### config.mk
export PLATFORM = sky130hd
export DESIGN_NAME = settle_timer
export DESIGN_NICKNAME = d
export VERILOG_FILES = /design/src/rtl/gate_tt_checker_settle_timer.sv
export SDC_FILE = /design/constraint.sdc
export NUM_CORES = 1
export LEC_CHECK = 0
export ABC_AREA = 1
export CAP_MARGIN = 30
export CORE_AREA = 3 3 40 42
export CTS_CLUSTER_SIZE = 25
export DETAILED_ROUTE_END_ITERATION = 6
export DIE_AREA = 0 0 43 45
export PLACE_DENSITY = 0.38
export SLEW_MARGIN = 10
export SYNTH_ARGS = -nofsm -noshare
export SYNTH_HDL_FRONTEND = slang
export SYNTH_SLANG_ARGS = --single-unit
export TNS_END_PERCENT = 30
### constraint.sdc
create_clock -name clk -period 1.2 [get_ports clk]
set_clock_uncertainty 0.1 [all_clocks]
set_input_delay 0.36 -clock clk [delete_from_list [all_inputs] [get_ports clk]]
set_output_delay 0.36 -clock clk [all_outputs]
set_load 0.02 [all_outputs]
### src/rtl/gate_tt_checker_settle_timer.sv
// settle_timer: loadable down-counter with a zero flag. Load wins over
// decrement; the count stops at zero rather than wrapping.
module settle_timer #(
  parameter int W = 2
) (
  input  logic         clk,
  input  logic         rst_n,
  input  logic         load,
  input  logic [W-1:0] load_val,
  input  logic         dec,
  output logic         zero
);

  logic [W-1:0] cnt_q;
  logic [W-1:0] cnt_d;

  // Next count: reload, decrement toward zero, or hold.
  always_comb begin
    cnt_d = cnt_q;
    if (load) begin
      cnt_d = load_val;
    end else if (dec && (cnt_q != '0)) begin
      cnt_d = cnt_q - W'(1);
    end
  end

  // Count register.
  always_ff @(posedge clk or negedge rst_n) begin
    if (!rst_n) cnt_q <= '0;
    else        cnt_q <= cnt_d;
  end

  assign zero = (cnt_q == '0);

endmodule

# Yosys cells after proc, flatten, opt, wreduce, memory -nomap -nowiden
# Cells that the tools add are included.
[totals]
inputBits = 6
out_inout_bits = 1
regBits = 2
[classes]
n_reduce_logical = 4
n_addsub = 1
mux = 2
[op_table]
columns = ["op", "n"]
rows = [
  ["2-bit two-way mux", 2],
  ["2-bit nonzero test", 2],
  ["2-bit zero test", 1],
  ["2-bit by 1-bit subtractor with 2-bit output (second input constant)", 1],
  ["1-bit logical AND", 1],
]

# Depth between registers and ports, before layout
# Gate-level depths: netlist of run 1.
[logic_depth]
ltp_word = 4
mapped_depth = 7
depth_no_buf = 7

# Worst setup path before layout of run 1
# No wires, ideal clock.
[synth_path]
path_type = "register to register"
start = "register cnt_q[0]"
end = "register cnt_q[0]"
required_time_ns = 0.984
path_buffers = 0
path_stages_with_launch = 8
t_arrival_ns = 0.982
setup_slack_ns = 0.001
path_cell_list = "dfrtp_1 -> inv_1 -> ha_1 -> inv_1 -> nand2_1 -> nand2_1 -> nand2_1 -> nand2_1"
[synth_between]
elab_chain_len = 3
[synth_rtl]
columns = ["element", "line", "source"]
rows = [
  ["start: declaration", "14", "logic [W-1:0] cnt_q;"],
  ["start signal: assignment", "30", "else cnt_q <= cnt_d;"],
  ["2-bit by 1-bit subtractor with 2-bit output / 2-bit nonzero test (equally long branches)", "23, 22", ""],
  ["2-bit two-way mux / 1-bit logical AND (equally long branches)", "22", "end else if (dec && (cnt_q != '0)) begin"],
  ["2-bit two-way mux / 2-bit nonzero test (equally long branches)", "-", ""],
]
# Several ways; a longest one is shown, not always the timed one. The select of a mux whose other input is x is not followed.
# A chain may end at the register's enable or synchronous reset.

# Worst setup path in the final report of run 1
[layout_path]
start = "register cnt_q[1]"
end = "output port zero"
[layout_between]
elab_chain_len = 1
[layout_rtl]
columns = ["element", "line", "source"]
rows = [
  ["2-bit zero test", "33", "assign zero = (cnt_q == '0);"],
  ["end: declaration", "11", "output logic zero"],
]
# No other way between the ends.

==> results of run 1 <==
==> critical path, stage by stage, from the launching register on <==
cell and delay [ps]:
dfrtp_1 360, inv_1 60, ha_2 180, buf_6 110
==> logic make-up after synthesis <==
kind of cell | share of synthesized area, %
AND/OR/NAND/NOR | 31.4
flip-flops | 39.2
AO/OA/AOI/OAI | 7.84
adder cells (fa/ha/maj) | 9.80
buffers and inverters | 11.8
==> power groups by stage <==
stage	clock [W]	sequential (W)	combinational (W)
finish	0.000146	0.0000933	0.000158
global route	0.000158	0.0000950	0.000179
CTS	0.000157	0.0000928	0.000152
detailed placement	0	0.0000961	0.000118
global placement	0	0.0000950	0.000117
floorplan	0	0.0000935	0.0000708
==> worst paths after layout <==
path                                      start  cells after the start                    to
min                                       rst_n                      1  cnt_q[1]$_DFFE_PN0P_
max in group asynchronous                 rst_n                      1  cnt_q[0]$_DFFE_PN0P_
min in group clk           cnt_q[0]$_DFFE_PN0P_                      3  cnt_q[0]$_DFFE_PN0P_
max                        cnt_q[1]$_DFFE_PN0P_                      3                  zero
max reg2reg                cnt_q[1]$_DFFE_PN0P_                      7  cnt_q[1]$_DFFE_PN0P_
min reg2reg                cnt_q[0]$_DFFE_PN0P_                      3  cnt_q[0]$_DFFE_PN0P_
==> layout make-up <==
cell class                 count  share of cell area [%]
clock buffer                   3                    8.91
multi-input combinational     13                    27.7
sequential                     2                    19.8
inverter                       4                    5.94
tap                           15                    7.43
timing repair buffer           8                    30.2
==> repair_timing <==
| action | 4_1_cts | 5_1_grt |
|---|---|---|
| resized for setup | 7 | 3 |
| endpoints found under the setup margin | 1 | 3 |
| setup buffers | 2 | 0 |
| pin swaps | 1 | 0 |
| hold buffers | 0 | 0 |
==> routing by layer <==
metal	share of wire (%)	wire length (um)	GRT usage [%]	up-vias
met5	0	0	0	-
met4	2.6	8	7.23	0
met3	12	38	3.98	2
met2	42	130	5.39	5
met1	42	129	2.89	59
li1	-	-	-	81
==> per-stage QoR <==
| stage | setup TNS [ps] | utilization (%) |
|---|---|---|
| final | -199 | 19.7 |
| after global routing | -247 | 19.7 |
| after CTS | -210 | 19.3 |
| after detailed placement | -732 | 16.1 |
| after global placement | -720 | 16.1 |
| after floorplan | 0 | - |
==> cells in the final DEF, fill, tap and decap left out <==
master and count:
nand2_1 6, clkdlybuf4s50_1 5, inv_1 3, clkbuf_4 3, nand2_2 2, nand3_1 2
dfrtp_1 2, buf_4 2, o21ai_0 1, inv_2 1, o21ai_1 1, ha_2 1
buf_6 1
==> results.md, run 1 <==
- Worst IR Drop VDD: between 200 and 250 uV
- Starting DRT DRC Count: 0
- Mapped Cells: 19
- Core Box Area: 1280 sq um
- Slew at the pin with the worst max-slew slack: around 170 ps
- Internal power: 0.000282 W
- Root Driver: clkbuf_4
- Port Buf Inserts: 6
- Static Leak: between 0.1 and 0.15 nW
- NetSw: around 0.00012 W
- Reg with most FFs: cnt_q
- Vias in the first global route: 140
- Pins Over Slew Limit: 0
- Final ANT Viol Nets: 0
- Final cell count without fillers: 45
- Crit path time final: 1400 ps
- Async S/R FF share, synth: 100%
- IO Pins: 7
- Critical path startpoint category: flip-flop
- PD cells: ~1600 nW/um^2
- Fillers: 144
- Setup-failing EPs final: 1
- Worst R2R Setup Slack: 100 ps
- Failing checks: setup timing
- Critical path capture point type: output port
- Die Span Y: around 45 um
- Post-synth top area share: between 30% and 40%
- Post-route DRC: 0
- Gate power share: about two fifths
- CTS tree: built
- Largest net degree at the start of global routing: 6
- Area grow syn2layout: 98.0%
- CP Data Arrival Time: around 940 ps
- Clock Latency Late Sink: roughly 220 ps
- Initial antenna violation count: 0
- Multi-input gate area: about 70 sq um
- Status: finished with violations
- Site Rows: 13
- Flop pwr share: 23.5%
- CTS max path bufs: 2
- Share of layout cells above drive strength 1: approximately 33%
- Syn avg cell area: about 6.7 sq um
- Syn_nets: 26
- CP Class: flip-flop to output port
- Via count: 147
- Clock power share: a little under two fifths
- H-tree Lvls: 1
- Worst Hold Class: input port to asynchronous set/reset pin
- Cell taking the most area after synthesis: dfrtp_1
- Most frequent cells after synthesis: 8 x nand2_1, 3 x inv_1, 2 x dfrtp_1, 2 x nand3_1, 2 x o21ai_0
- Final worst slack: -199 ps
- Ys Warns: 0
- Biggest regs: cnt_q (2)
- Register area share after synthesis: 39.2%
- Synth area leaders: dfrtp_1 39%, nand2_1 24%, ha_1 9.8%, inv_1 8.8%, nand3_1 7.8%
- Final hold vios: 0
- TritonCTS Buffers: 3
- Req. time, crit path: around 740 ps
- Yosys reg bits: 2
- First-pass GRT wire length: just under 500 um
- Min Hold Slack: 206 ps
- Tcrit/Tclk final: 117%
- Syn Std Cell Area: 128 sq um
- Primary FF master, synth: dfrtp_1
- Max reg flops: 2
- RSZ-0062 raised after global routing: true
- Routability Congestion: 0.639
- Drt pass-1 iters: 1
- Count leader, synth: nand2_1
- DR WL/cell: 6.82 um
- Place WS: -457 ps
- Post-synth EDFFs: 0
- CP max FO: 2
- Die Area: a little under 2000 sq um
- Number of inserted diodes: 0
- Starting Density: approximately a tenth
- Clock slew at reported path FFs: 30 ps
- Register area: 50.0 sq um
- Highest Clock Rate: 715 MHz
- Post-layout net count: 39
- Switching Share: between 20% and 30%
- Area after DPL: between 200 and 250 sq um
- Via density per instance: approximately 3.3
- Num Clock Sinks: 2
- Routed WL: 307 um
- Tot GR Track Use: around 4.3%
- Grt ovf: 0
- Synth cell types: 7
- Maxcap violations: 0
- Dpl cells: 40
- Power Total: just under 0.0004 W
- Final Instance Area: 253 sq um
- Chip Width: approximately 43 um
- Normalized max-slew margin: between 80 and 90%
(Power assumes the default switching activity.)
==> run 2, diff against run 1 <==
CORE_AREA = 8 8 45 47   (was 3 3 40 42)
DIE_AREA = 0 0 53 55   (was 0 0 43 45)
==> run 2 against run 1 <==
Net effect:
- the run still ends with setup timing left
- non-clock buffer count stayed put
- fmax grew 0.31%
- first-iteration DRC count grew 6
- count of clock-buffer cells in the layout unchanged
- sequential power is essentially flat
- cell area shrank 1.5%
- via count rose by 0.68%
- die area grew 51%
- largest cell class unchanged
==> results.md, run 2 (synthesis gave the netlist of run 1 again) <==
- Status: finished with violations
- Failing checks: setup timing
- Via density per instance: 3.22 (-1.5%)
- Port Buf Inserts: 6 (unchanged)
- Drt pass-1 iters: 4 (+3)
- Reg with most FFs: cnt_q
- Met2 GRT Util: 3.13% (-2.3 points)
- Clock slew at reported path FFs: 30 ps (about the same)
- H-tree Lvls: 1 (unchanged)
- Place WS: -443 ps (+13.5 ps)
- Die Span Y: 55 um (+22%)
- Num Clock Sinks: 2 (unchanged)
- Static Leak: 0.126 nW (-0.35%)
- Largest net degree at the start of global routing: 6 (unchanged)
- Routed WL: 349 um (+14%)
- Post-CTS Hold Buffers: 0 (unchanged)
- Min Hold Slack: 204 ps (-2.21 ps)
- Clock power share: 37.8% (+1.1 points)
- NetSw: 0.000110 W (-4.4%)
- Internal power: 0.000275 W (-2.3%)
- GRT met3 Usage: 2.94% (-1.0 points)
- Final cell count without fillers: 46 (+2.2%)
- Area grow syn2layout: 95.1%
- Gate power share: 38.0% (-1.8 points)
- Die Area: 2920 sq um (+51%)
- IO Pins: 7 (unchanged)
- CP Data Arrival Time: 930 ps (about the same)
- Normalized max-slew margin: 88.3% (-0.46 points)
- Area after DPL: 215 sq um (+4.2%)
- Grt ovf: 0 (unchanged)
- Clock Latency Late Sink: 220 ps (about the same)
- Max incr delay on CP: 360 ps (about the same)
- CTS max path bufs: 2 (unchanged)
- Tcrit/Tclk final: 116% (-0.36 points)
- Starting Density: 9.22% (-0.71 points)
- Dpl cells: 42 (+5.0%)
- First-pass GRT wire length: 565 um (+16%)
- Setup-failing EPs final: 1 (unchanged)
- Post-route DRC: 0 (unchanged)
- Slowest-stage cell, CP: dfrtp_1
- Commonest non-fill, non-tap cells in the layout: 8 x nand2_1, 5 x clkdlybuf4s50_1, 3 x inv_1, 3 x clkbuf_4
- Worst IR Drop VDD: 344 uV (+45%)
- Met1 GRT Util: 2.89% (-0.0040 points)
- CP Class: flip-flop to output port
- Grt peak-use layer: met4
- Most common cell after layout, fill and taps aside: nand2_1
- Final hold vios: 0 (unchanged)
- Share of layout cells above drive strength 1: 26.7% (-6.7 points)
- Slew at the pin with the worst max-slew slack: 175 ps (+6.81 ps)
- Flop pwr share: 24.2% (+0.7 points)
- Critical path capture point type: output port
- Worst Hold Class: input port to asynchronous set/reset pin
- Initial antenna violation count: 0 (unchanged)
- Req. time, crit path: 740 ps (about the same)
- Switching Share: 28.7% (-0.45 points)
- Site Rows: 14 (+1)
- RSZ-0062 raised after global routing: true
- Biggest regs: cnt_q (2)
- Root Driver: clkbuf_4
- Critical path startpoint category: flip-flop
- Pins Over Slew Limit: 0 (unchanged)
- PD cells: 1550 nW/um^2 (-1.5%)
- Crit path time final: 1390 ps (-4.38 ps)
- Maxcap violations: 0 (unchanged)
- CP Cell Sequence: inv_1 -> ha_2 -> buf_6
- Core Box Area: 1380 sq um (+7.7%)
- Vias in the first global route: 151 (+7.9%)
- Final ANT Viol Nets: 0 (unchanged)
- Routability Congestion: 0.580 (-9.4%)
- CP max FO: 2 (unchanged)
- Post-DP HPWL: 267 um
- Starting DRT DRC Count: 6 (+6)
- Final worst slack: -194 ps (+4.37 ps)
- CTS tree: built
- Tot GR Track Use: 3.01% (-1.3 points)
- Chip Width: 53 um (+23%)
- Number of inserted diodes: 0 (unchanged)
- TritonCTS Buffers: 3 (unchanged)
- Highest Clock Rate: 717 MHz (+0.31%)
- Via count: 148 (+0.68%)
- DR WL/cell: 7.59 um (+11%)
- Max reg flops: 2 (unchanged)
- Post-layout net count: 39 (unchanged)
- Final Instance Area: 249 sq um (-1.5%)
run 2: metrics by stage:
| stage | util, % | power, W | TNS (ps) |
|---|---|---|---|
| global placement | 15.6 | 0.000226 | -758 |
| detailed placement | 15.6 | 0.000224 | -749 |
| floorplan | - | 0.000164 | 0 |
| global route | 18.0 | 0.000424 | -238 |
| CTS | 18.0 | 0.000395 | -208 |
| finish | 18.0 | 0.000385 | -194 |
run 2: power by group through the flow:
stage / clock network (W) / logic [W] / registers (W)
2_1_floorplan: 0 / 0.0000708 / 0.0000935
4_1_cts: 0.000154 / 0.000148 / 0.0000933
6_report: 0.000146 / 0.000147 / 0.0000932
3_3_place_gp: 0 / 0.000131 / 0.0000952
5_1_grt: 0.000163 / 0.000165 / 0.0000947
3_5_place_dp: 0 / 0.000130 / 0.0000946
run 2: repair_timing:
item	4_1_cts	5_1_grt
gates resized for setup	7	1
setup buffers	1	0
setup endpoints to repair	1	2
pin swaps	0	1
cloned	0	0
run 2: path summary, 6_finish.rpt:
| kind | from | endpoint | slack (ps) | cells past startpoint |
|---|---|---|---|---|
| setup / recovery | cnt_q[1]$_DFFE_PN0P_ | zero | -190 | 3 |
| hold / removal | rst_n | cnt_q[1]$_DFFE_PN0P_ | 200 | 1 |
| setup reg to reg | cnt_q[1]$_DFFE_PN0P_ | cnt_q[0]$_DFFE_PN0P_ | 70 | 7 |
| hold reg to reg | cnt_q[1]$_DFFE_PN0P_ | cnt_q[1]$_DFFE_PN0P_ | 410 | 2 |
| max in group asynchronous | rst_n | cnt_q[0]$_DFFE_PN0P_ | 670 | 1 |
| min in group clk | cnt_q[1]$_DFFE_PN0P_ | cnt_q[1]$_DFFE_PN0P_ | 410 | 2 |
run 2: area by class of cell:
class	count	area, sq um
inverter	4	15.0
fill	158	1130
timing repair buffer	8	76.3
multi-input combinational	13	65.1
sequential	2	50.0
tap	16	20.0
clock buffer	3	22.5
run 2: worst max-delay path, delay by kind of cell, from the launching register on:
| kind | cells | cell delay, ps |
|---|---|---|
| DFF | 1 | 360 |
| adders and majority gates | 1 | 170 |
| buffers and inverters | 2 | 170 |
run 2: per-layer routing:
layer	share of wire, %	wire length [um]	vias to the layer above
met5	0	0	-
met1	49	172	62
met4	0	0	0
met3	14	49	0
li1	-	-	80
met2	36	126	6
==> run 3, diff against run 2 <==
--- a/config.mk
+++ b/config.mk
@@ -13,2 +13,3 @@
 export DIE_AREA = 0 0 53 55
+export GPL_ROUTABILITY_DRIVEN = 0
 export PLACE_DENSITY = 0.38
==> constraint.sdc (replaced) <==
create_clock -name clk -period 1.2 [get_ports clk]
set_clock_uncertainty 0.1 [all_clocks]
set_input_delay 0.24 -clock clk [delete_from_list [all_inputs] [get_ports clk]]
set_output_delay 0.24 -clock clk [all_outputs]
set_load 0.02 [all_outputs]
==> run 3 against run 2 <==
Net effect:
- the run still ends with setup timing left
- critical path type unchanged
- count of clock-buffer cells in the layout is the same
- power up 1.5%
- utilization grew 0.18 points
- highest routed layer unchanged
- sequential share of layout area shrank 0.20 points
==> results.md, run 3 (synthesis gave the netlist of run 1 again) <==
- Die Span Y: 55 um (unchanged)
- Most common cell after layout, fill and taps aside: nand2_1
- Routed wl met2: 109 um (-13%)
- Highest Clock Rate: 781 MHz (+8.9%)
- Maxcap violations: 0 (unchanged)
- Met3 wire length: 49 um (unchanged)
- Family with the most delay on the worst path: flip-flops
- Via density per instance: 3.13 (-2.7%)
- Final ANT Viol Nets: 0 (unchanged)
- Site Rows: 14 (unchanged)
- Starting Density: 9.22% (unchanged)
- Number of inserted diodes: 0 (unchanged)
- Commonest non-fill, non-tap cells in the layout: 7 x nand2_1, 5 x clkdlybuf4s50_1, 3 x inv_1, 3 x clkbuf_4
- Req. time, crit path: 860 ps (+120 ps)
- Final worst slack: -80.0 ps (+114 ps)
- M1 wire length: 176 um (+2.3%)
- CTS max path bufs: 2 (unchanged)
- TritonCTS Buffers: 3 (unchanged)
- Post-layout net count: 39 (unchanged)
- Status: finished with violations
- Via count: 144 (-2.7%)
- Area after DPL: 215 sq um (unchanged)
- Final hold vios: 0 (unchanged)
- Port Buf Inserts: 6 (unchanged)
- Grt ovf: 0 (unchanged)
- CTS tree: built
- First-pass GRT wire length: 545 um (-3.5%)
- Starting DRT DRC Count: 1 (-5)
- Drt pass-1 iters: 4 (unchanged)
- Root Driver: clkbuf_4
- Slowest-stage cell, CP: dfrtp_1
- Clock Latency Late Sink: 220 ps (about the same)
- Core Box Area: 1380 sq um (unchanged)
- CP Class: flip-flop to output port
- Normalized max-slew margin: 88.5% (+0.27 points)
- Setup TNS: -80.0 ps (+114 ps)
- Slew at the pin with the worst max-slew slack: 171 ps (-3.99 ps)
- Worst Hold Class: input port to asynchronous set/reset pin
- DR top layer: met3
- Area grow syn2layout: 97.1%
- R2R Path Start: cnt_q[1]$_DFFE_PN0P_
- RSZ-0062 raised after global routing: true
- Biggest regs: cnt_q (2)
- Vias in the first global route: 142 (-6.0%)
- Post-CTS Hold Buffers: 0 (unchanged)
- Critical path startpoint category: flip-flop
- Static Leak: 0.126 nW (+0.18%)
- R2R cell count: 7 (unchanged)
- Crit Reg-Reg Endpoint: cnt_q[1]$_DFFE_PN0P_
- CP Buf/Inv Count: 2 (unchanged)
- Routed WL: 335 um (-4.0%)
- Clock slew at reported path FFs: 30 ps (about the same)
- CP Data Arrival Time: 940 ps (about the same)
- Tot GR Track Use: 2.90% (-0.11 points)
- Num Clock Sinks: 2 (unchanged)
- Initial antenna violation count: 0 (unchanged)
- Setup-failing EPs final: 1 (unchanged)
- Worst IR Drop VDD: 512 uV (+49%)
- Die Area: 2920 sq um (unchanged)
- Largest net degree at the start of global routing: 6 (unchanged)
- Crit path time final: 1280 ps (-114 ps)
- Post-DP HPWL: 267 um (-0.19%)
- IO Pins: 7 (unchanged)
- CP Cell Sequence: inv_1 -> ha_2 -> buf_6
- DR WL/cell: 7.28 um (-4.0%)
- CP max FO: 2 (unchanged)
- Final Instance Area: 251 sq um (+1.0%)
- Fillers: 155 (-1.9%)
- Share of layout cells above drive strength 1: 30.0% (+3.3 points)
- Reg with most FFs: cnt_q
- H-tree Lvls: 1 (unchanged)
- Chip Width: 53 um (unchanged)
- Worst R2R Setup Slack: 80 ps (about the same)
- Max reg flops: 2 (unchanged)
- Max incr delay on CP: 360 ps (about the same)
- Min Hold Slack: 78.8 ps (-125 ps)
- Tcrit/Tclk final: 107% (-9.5 points)
- Failing checks: setup timing
- Post-route DRC: 0 (unchanged)
- Critical path capture point type: output port
- PD cells: 1560 nW/um^2 (+0.49%)
- Pins Over Slew Limit: 0 (unchanged)
- Critical path depth: 3 (unchanged)
-- run 3: changes by cell type in the layout (fill, tap and decap cells not counted) --
cell	previous run	this run
nand2_1	8	7
nand2_2	0	1
-- run 3: stage by stage --
step                total power (W)  cells  utilization [%]  setup WS, ps
global route               0.000430     46             18.2          -126
detailed placement         0.000225     42             15.6          -324
CTS                        0.000401     46             18.0         -95.3
global placement           0.000226     42             15.6          -320
floorplan                  0.000164     19                -          1.37
finish                     0.000391     46             18.2         -80.0
-- run 3: layout make-up --
cell class	count	area, sq um	area share [%]
sequential	2	50.0	19.9
multi-input combinational	13	67.6	26.9
inverter	4	15.0	5.97
timing repair buffer	8	76.3	30.3
tap	16	20.0	7.96
clock buffer	3	22.5	8.96
-- run 3: report_power, final --
part	internal [W]	total, W	switching [W]
Sequential	0.0000851	0.0000934	0.00000827
Clock	0.000110	0.000148	0.0000373
Combinational	0.0000809	0.000150	0.0000692
Total	0.000276	0.000391	0.000115
-- run 3: worst max-delay path by stage --
stage,start,endpoint
3_5_place_dp,cnt_q[0]$_DFFE_PN0P_,zero
4_1_cts,cnt_q[0]$_DFFE_PN0P_,zero
3_3_place_gp,cnt_q[0]$_DFFE_PN0P_,zero
2_1_floorplan,cnt_q[0]$_DFFE_PN0P_,cnt_q[0]$_DFFE_PN0P_
5_1_grt,cnt_q[0]$_DFFE_PN0P_,zero
6_report,cnt_q[1]$_DFFE_PN0P_,zero
-- run 3: repair_timing --
| action | 4_1_cts | 5_1_grt |
|---|---|---|
| endpoints found under the setup margin | 1 | 2 |
| gates resized for setup | 7 | 2 |
| gates cloned | 0 | 0 |
| pin swaps | 0 | 1 |
| setup buffers | 1 | 0 |
-- run 3: layer usage --
layer / vias up / GRT usage [%]
met4: 0 / 2.59
met3: 0 / 3.74
li1: 80 / -
met5: - / 0
met1: 58 / 2.89
met2: 6 / 2.73
-- run 3: worst register-to-register path, delay by kind of cell (launching register included) --
family	cells	cell delay [ps]
adders and majority gates	1	180
buffers and inverters	2	110
and+or+nand+nor	4	240
DFF	1	360
